[config.mk]
export PLATFORM = sky130hd
export DESIGN_NAME = trace_generator
export DESIGN_NICKNAME = d
export VERILOG_FILES = /design/src/rtl/trace_generator.sv
export SDC_FILE = /design/constraint.sdc
export NUM_CORES = 1
export LEC_CHECK = 0
export CAP_MARGIN = 0
export CORE_ASPECT_RATIO = 0.5
export CORE_MARGIN = 4
export CORE_UTILIZATION = 57
export CTS_CLUSTER_SIZE = 40
export DETAILED_ROUTE_END_ITERATION = 10
export GPL_ROUTABILITY_DRIVEN = 0
export PLACE_DENSITY = 0.81
export SLEW_MARGIN = 20
export SYNTH_ARGS = -nofsm -noshare
export SYNTH_HDL_FRONTEND = slang
export SYNTH_SLANG_ARGS = --single-unit
[constraint.sdc]
create_clock -name clk -period 5.35 [get_ports clk]
set_input_delay 0.535 -clock clk [delete_from_list [all_inputs] [get_ports clk]]
set_output_delay 0.535 -clock clk [all_outputs]
set_load 0.01 [all_outputs]
[src/rtl/trace_generator.sv]
`default_nettype none
// +----------------------------------------------------------------------------+
// | Module      : trace_generator                                              |
// | Description : Random-walk trace pattern game round controller; optional    |
// |               snitch bonus cell enabled by TRACE_GENERATOR_SNITCH_EN.      |
// | Revision    : 1.0                                                          |
// +----------------------------------------------------------------------------+
module trace_generator #(
    parameter int          PATH_LEN     = 4,
    parameter int          SHOW_CYCLES  = 50000000,
    parameter int          TRACE_CYCLES = 250000000,
    parameter logic [15:0] LFSR_SEED    = 16'hACE1
) (
    input  logic        clk,
    input  logic        reset_n,
    input  logic        start,
    input  logic [15:0] already_traced,
    output logic [15:0] displayed_trace,
    output logic [15:0] snitch_location,
    output logic        reset_trace,
    output logic        busy,
    output logic        round_done,
    output logic [7:0]  score
);

    localparam logic [15:0] c_lfsr_seed  = (LFSR_SEED == 16'h0000) ? 16'hACE1 : LFSR_SEED;
    localparam logic [31:0] c_gen_last   = 32'(PATH_LEN - 1);
    localparam logic [31:0] c_show_last  = 32'(SHOW_CYCLES - 1);
    localparam logic [31:0] c_trace_last = 32'(TRACE_CYCLES - 1);

    typedef enum logic [2:0] {
        S_IDLE  = 3'd0,
        S_GEN   = 3'd1,
        S_SHOW  = 3'd2,
        S_TRACE = 3'd3,
        S_SCORE = 3'd4
    } state_t;

    state_t      r_state;
    logic [15:0] r_lfsr;
    logic [15:0] r_pattern;
    logic [3:0]  r_pos;
    logic [31:0] r_cnt;

    logic [15:0] w_lfsr_next;
    logic [3:0]  w_pos_next;
    logic [15:0] w_pattern_next;
    logic [15:0] w_snitch;
    logic [15:0] w_match;
    logic [4:0]  w_hits;
    logic [8:0]  w_sum;

    // Galois form, taps 16/14/13/11
    assign w_lfsr_next = {1'b0, r_lfsr[15:1]} ^ (r_lfsr[0] ? 16'hB400 : 16'h0000);

    // One walk step per GEN cycle; the final step is folded in when the pattern is published
    always_comb begin
        w_pos_next     = r_pos;
        w_pattern_next = r_pattern;
        if (r_cnt == 32'd0) begin
            w_pos_next     = r_lfsr[3:0];
            w_pattern_next = 16'h0001 << r_lfsr[3:0];
        end else begin
            case (r_lfsr[1:0])
                2'd0:    if (r_pos[3:2] != 2'd0) w_pos_next = r_pos - 4'd4;
                2'd1:    if (r_pos[1:0] != 2'd3) w_pos_next = r_pos + 4'd1;
                2'd2:    if (r_pos[3:2] != 2'd3) w_pos_next = r_pos + 4'd4;
                default: if (r_pos[1:0] != 2'd0) w_pos_next = r_pos - 4'd1;
            endcase
            w_pattern_next = r_pattern | (16'h0001 << w_pos_next);
        end
    end

`ifdef TRACE_GENERATOR_SNITCH_EN
    logic [15:0] w_snitch_onehot;
    assign w_snitch_onehot = 16'h0001 << r_lfsr[7:4];
    assign w_snitch        = ((w_snitch_onehot & w_pattern_next) != 16'h0000) ? 16'h0000 : w_snitch_onehot;
`else
    assign w_snitch = 16'h0000;
`endif

    assign w_match = already_traced & displayed_trace;

    always_comb begin
        w_hits = 5'd0;
        for (int i = 0; i < 16; i++) begin
            w_hits = w_hits + {4'd0, w_match[i]};
        end
    end

`ifdef TRACE_GENERATOR_SNITCH_EN
    assign w_sum = {1'b0, score} + {4'd0, w_hits}
                 + ((already_traced == displayed_trace) ? 9'd4 : 9'd0)
                 + (((already_traced & snitch_location) != 16'h0000) ? 9'd10 : 9'd0);
`else
    assign w_sum = {1'b0, score} + {4'd0, w_hits}
                 + ((already_traced == displayed_trace) ? 9'd4 : 9'd0);
`endif

    always_ff @(posedge clk) begin
        if (!reset_n) begin
            r_state         <= S_IDLE;
            r_lfsr          <= c_lfsr_seed;
            r_cnt           <= 32'd0;
            r_pos           <= 4'd0;
            r_pattern       <= 16'h0000;
            displayed_trace <= 16'h0000;
            snitch_location <= 16'h0000;
            reset_trace     <= 1'b0;
            round_done      <= 1'b0;
            busy            <= 1'b0;
            score           <= 8'd0;
        end else begin
            r_lfsr      <= w_lfsr_next;
            reset_trace <= 1'b0;
            round_done  <= 1'b0;
            r_cnt       <= r_cnt + 32'd1;
            case (r_state)
                S_IDLE: begin
                    r_cnt <= 32'd0;
                    if (start) begin
                        r_state   <= S_GEN;
                        r_pattern <= 16'h0000;
                        busy      <= 1'b1;
                    end
                end
                S_GEN: begin
                    r_pos     <= w_pos_next;
                    r_pattern <= w_pattern_next;
                    if (r_cnt == c_gen_last) begin
                        r_state         <= S_SHOW;
                        r_cnt           <= 32'd0;
                        displayed_trace <= w_pattern_next;
                        snitch_location <= w_snitch;
                        reset_trace     <= 1'b1;
                    end
                end
                S_SHOW: begin
                    if (r_cnt == c_show_last) begin
                        r_state <= S_TRACE;
                        r_cnt   <= 32'd0;
                    end
                end
                S_TRACE: begin
                    if (r_cnt == c_trace_last) begin
                        r_state    <= S_SCORE;
                        r_cnt      <= 32'd0;
                        round_done <= 1'b1;
                    end
                end
                S_SCORE: begin
                    score           <= (w_sum > 9'd255) ? 8'hFF : w_sum[7:0];
                    r_state         <= S_IDLE;
                    r_cnt           <= 32'd0;
                    busy            <= 1'b0;
                    displayed_trace <= 16'h0000;
                    snitch_location <= 16'h0000;
                end
                default: begin
                    r_state <= S_IDLE;
                    r_cnt   <= 32'd0;
                    busy    <= 1'b0;
                end
            endcase
        end
    end

endmodule
`default_nettype wire

Yosys cells after proc, flatten, opt, wreduce, memory -nomap -nowiden
Index checks and enable logic that the tools add are counted.
- logic and storage cells: 100
- output and inout bits: 43
- input bits: 19
- register bits: 114
- $lt $le $gt $ge: 1
- multiplexer cells: 30
- add/subtract/negate cells: 22
- shifts and indexed selects: 2
- bitwise logic cells: 4
- eq/ne operators: 16
- reductions and logical operators: 14
- operators by type and width (operator ; count):
    32-bit two-way mux ; 3
    16-bit one-hot mux with 2 select lines ; 3
    32-bit one-hot mux with 3 select lines ; 1
    16-bit two-way mux ; 5
    5-bit by 1-bit adder with 5-bit output ; 11
    32-bit by 1-bit adder with 32-bit output, second input constant ; 1
    32-bit by 2-bit == test with 1-bit output, second input constant ; 1
    32-bit by 26-bit == test with 1-bit output, second input constant ; 1
    32-bit by 28-bit == test with 1-bit output, second input constant ; 1
    32-bit zero test ; 1
    1-bit by 4-bit << shifter with 16-bit output, first input constant ; 2
    4-bit two-way mux ; 6
    16-bit AND ; 1
    16-bit == test ; 1
    16-bit OR ; 1
    15-bit by 16-bit bitwise XOR with 16-bit output ; 1
    3-bit two-way mux ; 5
    2-bit inequality test, second input constant ; 6
    3-bit one-hot mux with 4 select lines ; 1
    4-bit one-hot mux with 3 select lines ; 1
    2-bit AND reduction ; 5
    8-bit by 5-bit adder with 9-bit output ; 1
    9-bit by 3-bit adder with 9-bit output ; 1
    9-bit by 8-bit greater-than comparator with 1-bit output, second input constant ; 1
    22 further kinds ; 28

Depth between registers and ports, before layout
Gate-level depths: netlist of run 1.
- word-level depth: 20
- mapped depth: 19
- depth with buffers taken out: 18

Worst setup path before layout of run 1
No wires, ideal clock.
- path type: input to register
- start point: in already_traced[0]
- end point: reg score[0]
- stages: 17
- setup time: 124 ps
- path buffers: 1
- arrival: 4481 ps
- slack: 745 ps
- data required time: 5226 ps
- path through: ha_1 fa_1 inv_1 fa_1 fa_1 inv_1 fa_1 fa_1 inv_1 fa_1 nor2b_1 o21ai_0 a21boi_0 o2111ai_1 and3_1 clkbuf_1 a21oi_1
- cells in the longest elaborated chain, start to end: 20
- elaborated cells on any way between the ends: 22
- those cells by class: add/sub (17); order compare (1); eq/ne (1); mux (2); bitwise (1)
- RTL lines (what ; RTL line ; text):
    from (decl) ; 17 ; input logic [15:0] already_traced,
    16-bit AND ; 82 ; assign w_match = already_traced & displayed_trace;
    1-bit by 1-bit adder with 2-bit output ; 87 ; w_hits = w_hits + {4'd0, w_match[i]};
    2-bit by 1-bit adder with 3-bit output ; 87 ;
    3-bit by 1-bit adder with 4-bit output ; 87 ;
    4-bit by 1-bit adder with 5-bit output ; 87 ;
    5-bit by 1-bit adder with 5-bit output (11 in series) ; 87 ;
    8-bit by 5-bit adder with 9-bit output ; 96 ; assign w_sum = {1'b0, score} + {4'd0, w_hits}
    9-bit by 3-bit adder with 9-bit output * ; 97 ; + ((already_traced == displayed_trace) ? 9'd4 : 9'd0);
    9-bit by 8-bit greater-than comparator with 1-bit output ; 152 ; score <= (w_sum > 9'd255) ? 8'hFF : w_sum[7:0];
    8-bit two-way mux * ; 152 ;
    to (signal assigned) ; 152 ;
    to (decl) ; 23 ; output logic [7:0] score
Mark *: on every way between the ends. The rest lies on a longest branch, timed or not.
A chain may end at the register's enable or synchronous reset.

Worst setup path after layout of run 1
- start point: in already_traced[10]
- end point: reg score[0]
- cells in the longest elaborated chain, start to end: 11
- elaborated cells on any way between the ends: 13
- those cells by class: add/sub (8); order compare (1); eq/ne (1); mux (2); bitwise (1)
- RTL lines (what ; RTL line):
    16-bit AND ; 82
    5-bit by 1-bit adder with 5-bit output (6 in series) ; 87
    8-bit by 5-bit adder with 9-bit output ; 96
    9-bit by 3-bit adder with 9-bit output * ; 97
    9-bit by 8-bit greater-than comparator with 1-bit output ; 152
    8-bit two-way mux * ; 152
Marked as above.

==> results.toml, run 1 <==
[status]
status = "finished clean"

[final_layout]
multi_input_area_um2 = 3270
drive_gt1_share_pct = 4.75
diodes = 0
area.growth.synth_to_final_pct = 12.9
most-common-layout-cells = "98 x dfxtp_1, 65 x nor2_1, 47 x nand2_1"
fin_nets = 730
register_area_um2 = 1960
layout_commonest_cell = "dfxtp_1"
nFillCells = 764

[placement]
io_buffer_count = 45
dp_worst_setup_slack_ns = 0.00577
dpl.hpwl_um = 9060

[yosys]
yosys_warnings = 0
yosysSeqAreaShare_pct = 35.3
synth_seq_cells = 98
ys.flop_type = "dfxtp_1"
synth.distinct_cells = 65
syn_avg_cell_area_um2 = 8.64
netlist_instances = 643
synth_area_um2 = 5560
synth_edf_count = 0
async_reset_ff_share_pct = 0

[global_routing]
grt_pass1_wl_um = 21300
grt.overflow.total = 0
grt_antenna_before_repair = 0
grt_max_degree = 33
grt_usage_pct = 22.4
grt_pass1_vias = 4338

[floorplanning]
dieArea_um2 = 11500
die_y_um = 77.8
initial_core_util_pct = 58.6
pin_count = 62
chipWidth_um = 148
core_um2 = 9480
rows = 25

[setup_path]
setup.worst_path.start_class = "input pin"
worstSetupPathType = "in2reg"
reg2reg_depth = 18
cpMaxStageDelayCell = "fa_1"
cpPeakStageDelay_ns = 0.55
cp_common_cell = "fa_1"
cp_cell_sequence = "clkdlybuf4s50_1 -> ha_1 -> inv_1 -> fa_1 -> inv_1 -> fa_1 -> inv_1 -> fa_1 -> inv_1 -> fa_1 -> fa_1 -> inv_1 -> fa_1 -> nor2b_1 -> o21ai_0 -> a21boi_0 -> o2111ai_1 -> and3_1 -> a21oi_1"
worst_ep_required_time_ns = 5.58
cp-end-kind = "register"
r2r_end = "score[0]"
r2r_start = "displayed_trace[10]"
rrSetupSlack_ns = 0.64
arrival_ns = 5.22
path_max_fanout = 7

[power]
vdd_drop_max_v = 0.000182
p_leak_nw = 2.40
net-switching-power_uw = 542
p_clk_share_pct = 35.4
pwr-share-comb_pct = 19.6
power.density_nw_per_um2 = 286
seqPwrFrac_pct = 45.0
internal-power_mw = 1.25
finalPower_mw = 1.79
switching_share_pct = 30.2

[timing]
tightest_slew_ns = 0.911
tns_ns = 0
slew_headroom_pct = 39.1
drv_slew = 0
max_freq_ghz = 0.200
finClkSkew_ns = 0.00993
rsz0062_at_grt = "no"
setup_viol = 0
finalCriticalPeriod_ns = 4.99
hold_violations = 0
fin_hold_ws_ns = 0.411
worst_slack_ns = 0.355
fin_crit_sh_pct = 93.4

[worst_hold_path]
hp-start = "r_lfsr[6]"
hp-class = "reg2reg"
min_path_cells = 1
whs_endpoint = "r_lfsr[5]"

[drt]
route.vias.total = 4683
drtAntennaViolNets = 0
drt_first_pass_iters = 5
via_per_inst = 5.80
drt_iter0_drc = 357
routed_wl_um = 12600
drc = 0
wl_per_cell_um = 15.6

[clock_network]
tritoncts = "done"
clock_path_buffers = 2
hold_buffers = 0
clock-root-buffer = "clkbuf_16"
clock_sinks = 98
insertion_delay_ns = 0.35
htreeDepth = 3
post_cts_buffers = 0
cts_resized = 0
numCtsBuffers = 9
path_clk_slew_ns = 0.06

[flow_run]
drv_cap = 0
-- power by group through the flow --
stage / clock network [mW] / registers [mW] / logic (mW)
after floorplan: 0 / 0.796 / 0.302
after global placement: 0 / 0.821 / 0.340
after detailed placement: 0 / 0.823 / 0.347
after CTS: 0.644 / 0.806 / 0.349
after global routing: 0.676 / 0.812 / 0.390
final: 0.635 / 0.807 / 0.352
-- metrics by stage --
| step | cell area, µm² | utilization [%] | cells |
|---|---|---|---|
| 2_1_floorplan | 5610 | - | 658 |
| 3_3_place_gp | 5980 | 63.1 | 792 |
| 3_5_place_dp | 5980 | 63.1 | 792 |
| 4_1_cts | 6270 | 66.2 | 808 |
| 5_1_grt | 6270 | 66.2 | 808 |
| 6_report | 6270 | 66.2 | 808 |
-- layer usage --
metal / vias up / GRT usage (%) / routed length (µm)
met1: 2200 / 31.2 / 6150
met4: 0 / 6.04 / 193
li1: 2291 / - / -
met2: 167 / 35.0 / 5480
met3: 25 / 5.13 / 772
met5: - / 0 / 0
-- critical path: cells and delay by family --
family / cells / cell delay, ns
compound gates: 4 / 0.66
buf+inv: 6 / 0.81
simple gates: 2 / 0.39
fa+ha+maj: 7 / 2.85
-- cell type report --
class | count | area share, %
Tap cell | 135 | 2.69
Clock inverter | 5 | 0.878
Inverter | 32 | 1.92
Multi-Input combinational cell | 480 | 52.1
Clock buffer | 11 | 3.71
Sequential cell | 98 | 31.3
Timing Repair Buffer | 47 | 7.42
-- logic make-up after synthesis --
group / synth area share, %
simple gates: 23.6
compound gates: 16.1
flops: 35.3
buf+inv: 7.00
fa+ha+maj: 11.5
xor+xnor: 6.30
other cells: 0.0675
mux: 0.180
-- registers in the layout, indices dropped and copies added, names as in the netlist --
register / count
r_state: 3
round_done: 1
reset_trace: 1
busy: 1
displayed_trace: 16
r_lfsr: 16
score: 8
r_pattern: 16
r_pos: 4
r_cnt: 32
-- cell usage after synthesis (3+ instances only) --
cell type	instances	area (µm²)
nand2_1	47	176
buf_1	4	15.0
fa_1	12	240
nand3_1	19	95.1
nand2b_1	14	87.6
a31oi_1	12	75.1
or2_2	4	25.0
and4_1	5	43.8
a21oi_1	24	120
xor2_1	23	201
nor4_1	12	75.1
nor2b_1	4	25.0
nand4b_1	3	26.3
xnor2_1	17	149
o311a_1	5	50.1
o21ai_0	22	110
o22ai_1	8	50.1
a31o_2	3	26.3
a32oi_1	6	52.6
clkbuf_1	17	63.8
and2_1	16	100
buf_4	17	128
buf_2	8	40.0
dfxtp_1	98	1960
or3_1	6	37.5
a22o_1	16	140
nor3_1	14	70.1
and3_1	19	119
nand4_1	12	75.1
o211ai_1	4	30.0
inv_1	32	120
nor2_1	65	244
ha_1	31	388
a21o_1	4	30.0
-- how the worst max path moves through the flow --
stage	from	end	cells after the start
2_1_floorplan	already_traced[0]	score[0]	17
3_3_place_gp	already_traced[10]	score[1]	19
3_5_place_dp	already_traced[10]	score[6]	19
4_1_cts	already_traced[10]	score[3]	19
5_1_grt	already_traced[10]	score[0]	19
6_report	already_traced[10]	score[0]	19
Note: power is estimated with default switching activity, not from simulation.
==> run 2: changes to the inputs <==
Settings changed: CORE_MARGIN 4 to not set.
==> results.toml, run 2 (synthesis results as in run 1) <==
[timing]
finalCriticalPeriod_ns = 4.87
slew_headroom_pct = 40.3
finClkSkew_ns = 0.00563
setup_viol = 0
rsz0062_at_grt = "no"
fin_crit_sh_pct = 91.1
drv_slew = 0
max_freq_ghz = 0.205
tns_ns = 0
tightest_slew_ns = 0.893
hold_violations = 0

[worst_hold_path]
hp-start = "r_lfsr[8]"
hp-class = "reg2reg"
min_path_cells = 1

[drt]
drc = 0
drtAntennaViolNets = 0
wl_per_cell_um = 15.4
route.vias.total = 4700
drt_first_pass_iters = 4
routed_wl_um = 12500
via_per_inst = 5.82
drt_iter0_drc = 379

[floorplanning]
core_um2 = 9450
dieArea_um2 = 10200
die_y_um = 71.8
initial_core_util_pct = 58.8
chipWidth_um = 142
rows = 25
pin_count = 62

[setup_path]
cp-endpoint = "score[4]"
reg2reg_depth = 18
setup.worst_path.start_class = "input pin"
worstSetupPathType = "in2reg"
path_max_fanout = 7
cp-end-kind = "register"
startpoint = "already_traced[12]"
r2r_start = "displayed_trace[10]"
arrival_ns = 5.10
worst_ep_required_time_ns = 5.57
r2r_end = "score[4]"
rrSetupSlack_ns = 0.73

[global_routing]
grt_antenna_before_repair = 0
grt_usage_pct = 25.7
grt_pass1_wl_um = 20500
grt.overflow.total = 0
grt_pass1_vias = 4254
grt_max_degree = 30

[clock_network]
hold_buffers = 0
clock-root-buffer = "clkbuf_16"
path_clk_slew_ns = 0.07
clock_sinks = 98
tritoncts = "done"
post_cts_buffers = 0
numCtsBuffers = 9
htreeDepth = 3
cts_resized = 0
clock_path_buffers = 2
insertion_delay_ns = 0.34

[status]
status = "finished clean"

[power]
internal-power_mw = 1.21
p_clk_share_pct = 33.4
net-switching-power_uw = 545
power.density_nw_per_um2 = 280
seqPwrFrac_pct = 46.3
p_leak_nw = 2.38
pwr-share-comb_pct = 20.4
vdd_drop_max_v = 0.000265
switching_share_pct = 31.1

[placement]
dp_cells = 792
io_buffer_count = 45
dpl.hpwl_um = 9080

[final_layout]
area.growth.synth_to_final_pct = 12.4
layout_commonest_cell = "dfxtp_1"
nFillCells = 799
diodes = 0
most-common-layout-cells = "98 x dfxtp_1, 65 x nor2_1, 47 x nand2_1"
fin_nets = 730
largest_reg_flops = 32
largest-register = "r_cnt"
drive_gt1_share_pct = 4.76
final_cells = 807

[flow_run]
drv_cap = 0
[run 2: worst min-delay path by stage]
| stage | to | slack [ns] |
|---|---|---|
| global placement | r_lfsr[7] | 0.39 |
| global route | r_lfsr[5] | 0.43 |
| detailed placement | r_lfsr[5] | 0.40 |
| CTS | r_lfsr[5] | 0.42 |
| finish | r_lfsr[7] | 0.41 |
| floorplan | r_lfsr[11] | 0.39 |
[run 2: layout make-up]
class	instances	area [µm²]	share of cell area [%]
Clock buffer	10	229	3.67
Clock inverter	5	32.5	0.521
Inverter	32	120	1.92
Multi-Input combinational cell	480	3270	52.3
Sequential cell	98	1960	31.4
Tap cell	135	169	2.70
Timing Repair Buffer	47	465	7.45
[run 2: stage by stage]
step	worst slack [ns]	hold slack (ns)	power (mW)	area (µm²)	utilization, %
floorplan	0.745	0.386	1.10	5610	-
global placement	0.190	0.391	1.17	5980	63.3
detailed placement	0.117	0.396	1.17	5980	63.4
CTS	0.473	0.415	1.75	6250	66.1
global route	0.219	0.431	1.83	6250	66.1
finish	0.476	0.410	1.75	6250	66.1
[run 2: power groups by stage]
| stage | clock network (mW) | logic [mW] | registers (mW) |
|---|---|---|---|
| after CTS | 0.592 | 0.352 | 0.809 |
| after global placement | 0 | 0.342 | 0.824 |
| final | 0.584 | 0.357 | 0.811 |
| after global routing | 0.624 | 0.392 | 0.815 |
| after floorplan | 0 | 0.302 | 0.796 |
| after detailed placement | 0 | 0.349 | 0.825 |
[run 2: critical path, stage by stage]
cell	delay, ns
clkdlybuf4s50_1	0.46
ha_1	0.15
inv_1	0.06
fa_1	0.50
inv_1	0.05
fa_1	0.50
inv_1	0.05
fa_1	0.48
inv_1	0.06
fa_1	0.50
fa_1	0.46
inv_1	0.08
fa_1	0.19
nor2b_1	0.05
o21ai_0	0.20
a21boi_0	0.16
o2111ai_1	0.18
and3_1	0.32
a21oi_1	0.10
[run 2: routing by layer]
layer	vias up	wire, µm	GRT usage (%)
li1	2291	-	-
met1	2218	5890	34.6
met2	174	5550	40.9
met3	17	843	5.95
met4	0	182	8.48
met5	-	0	0
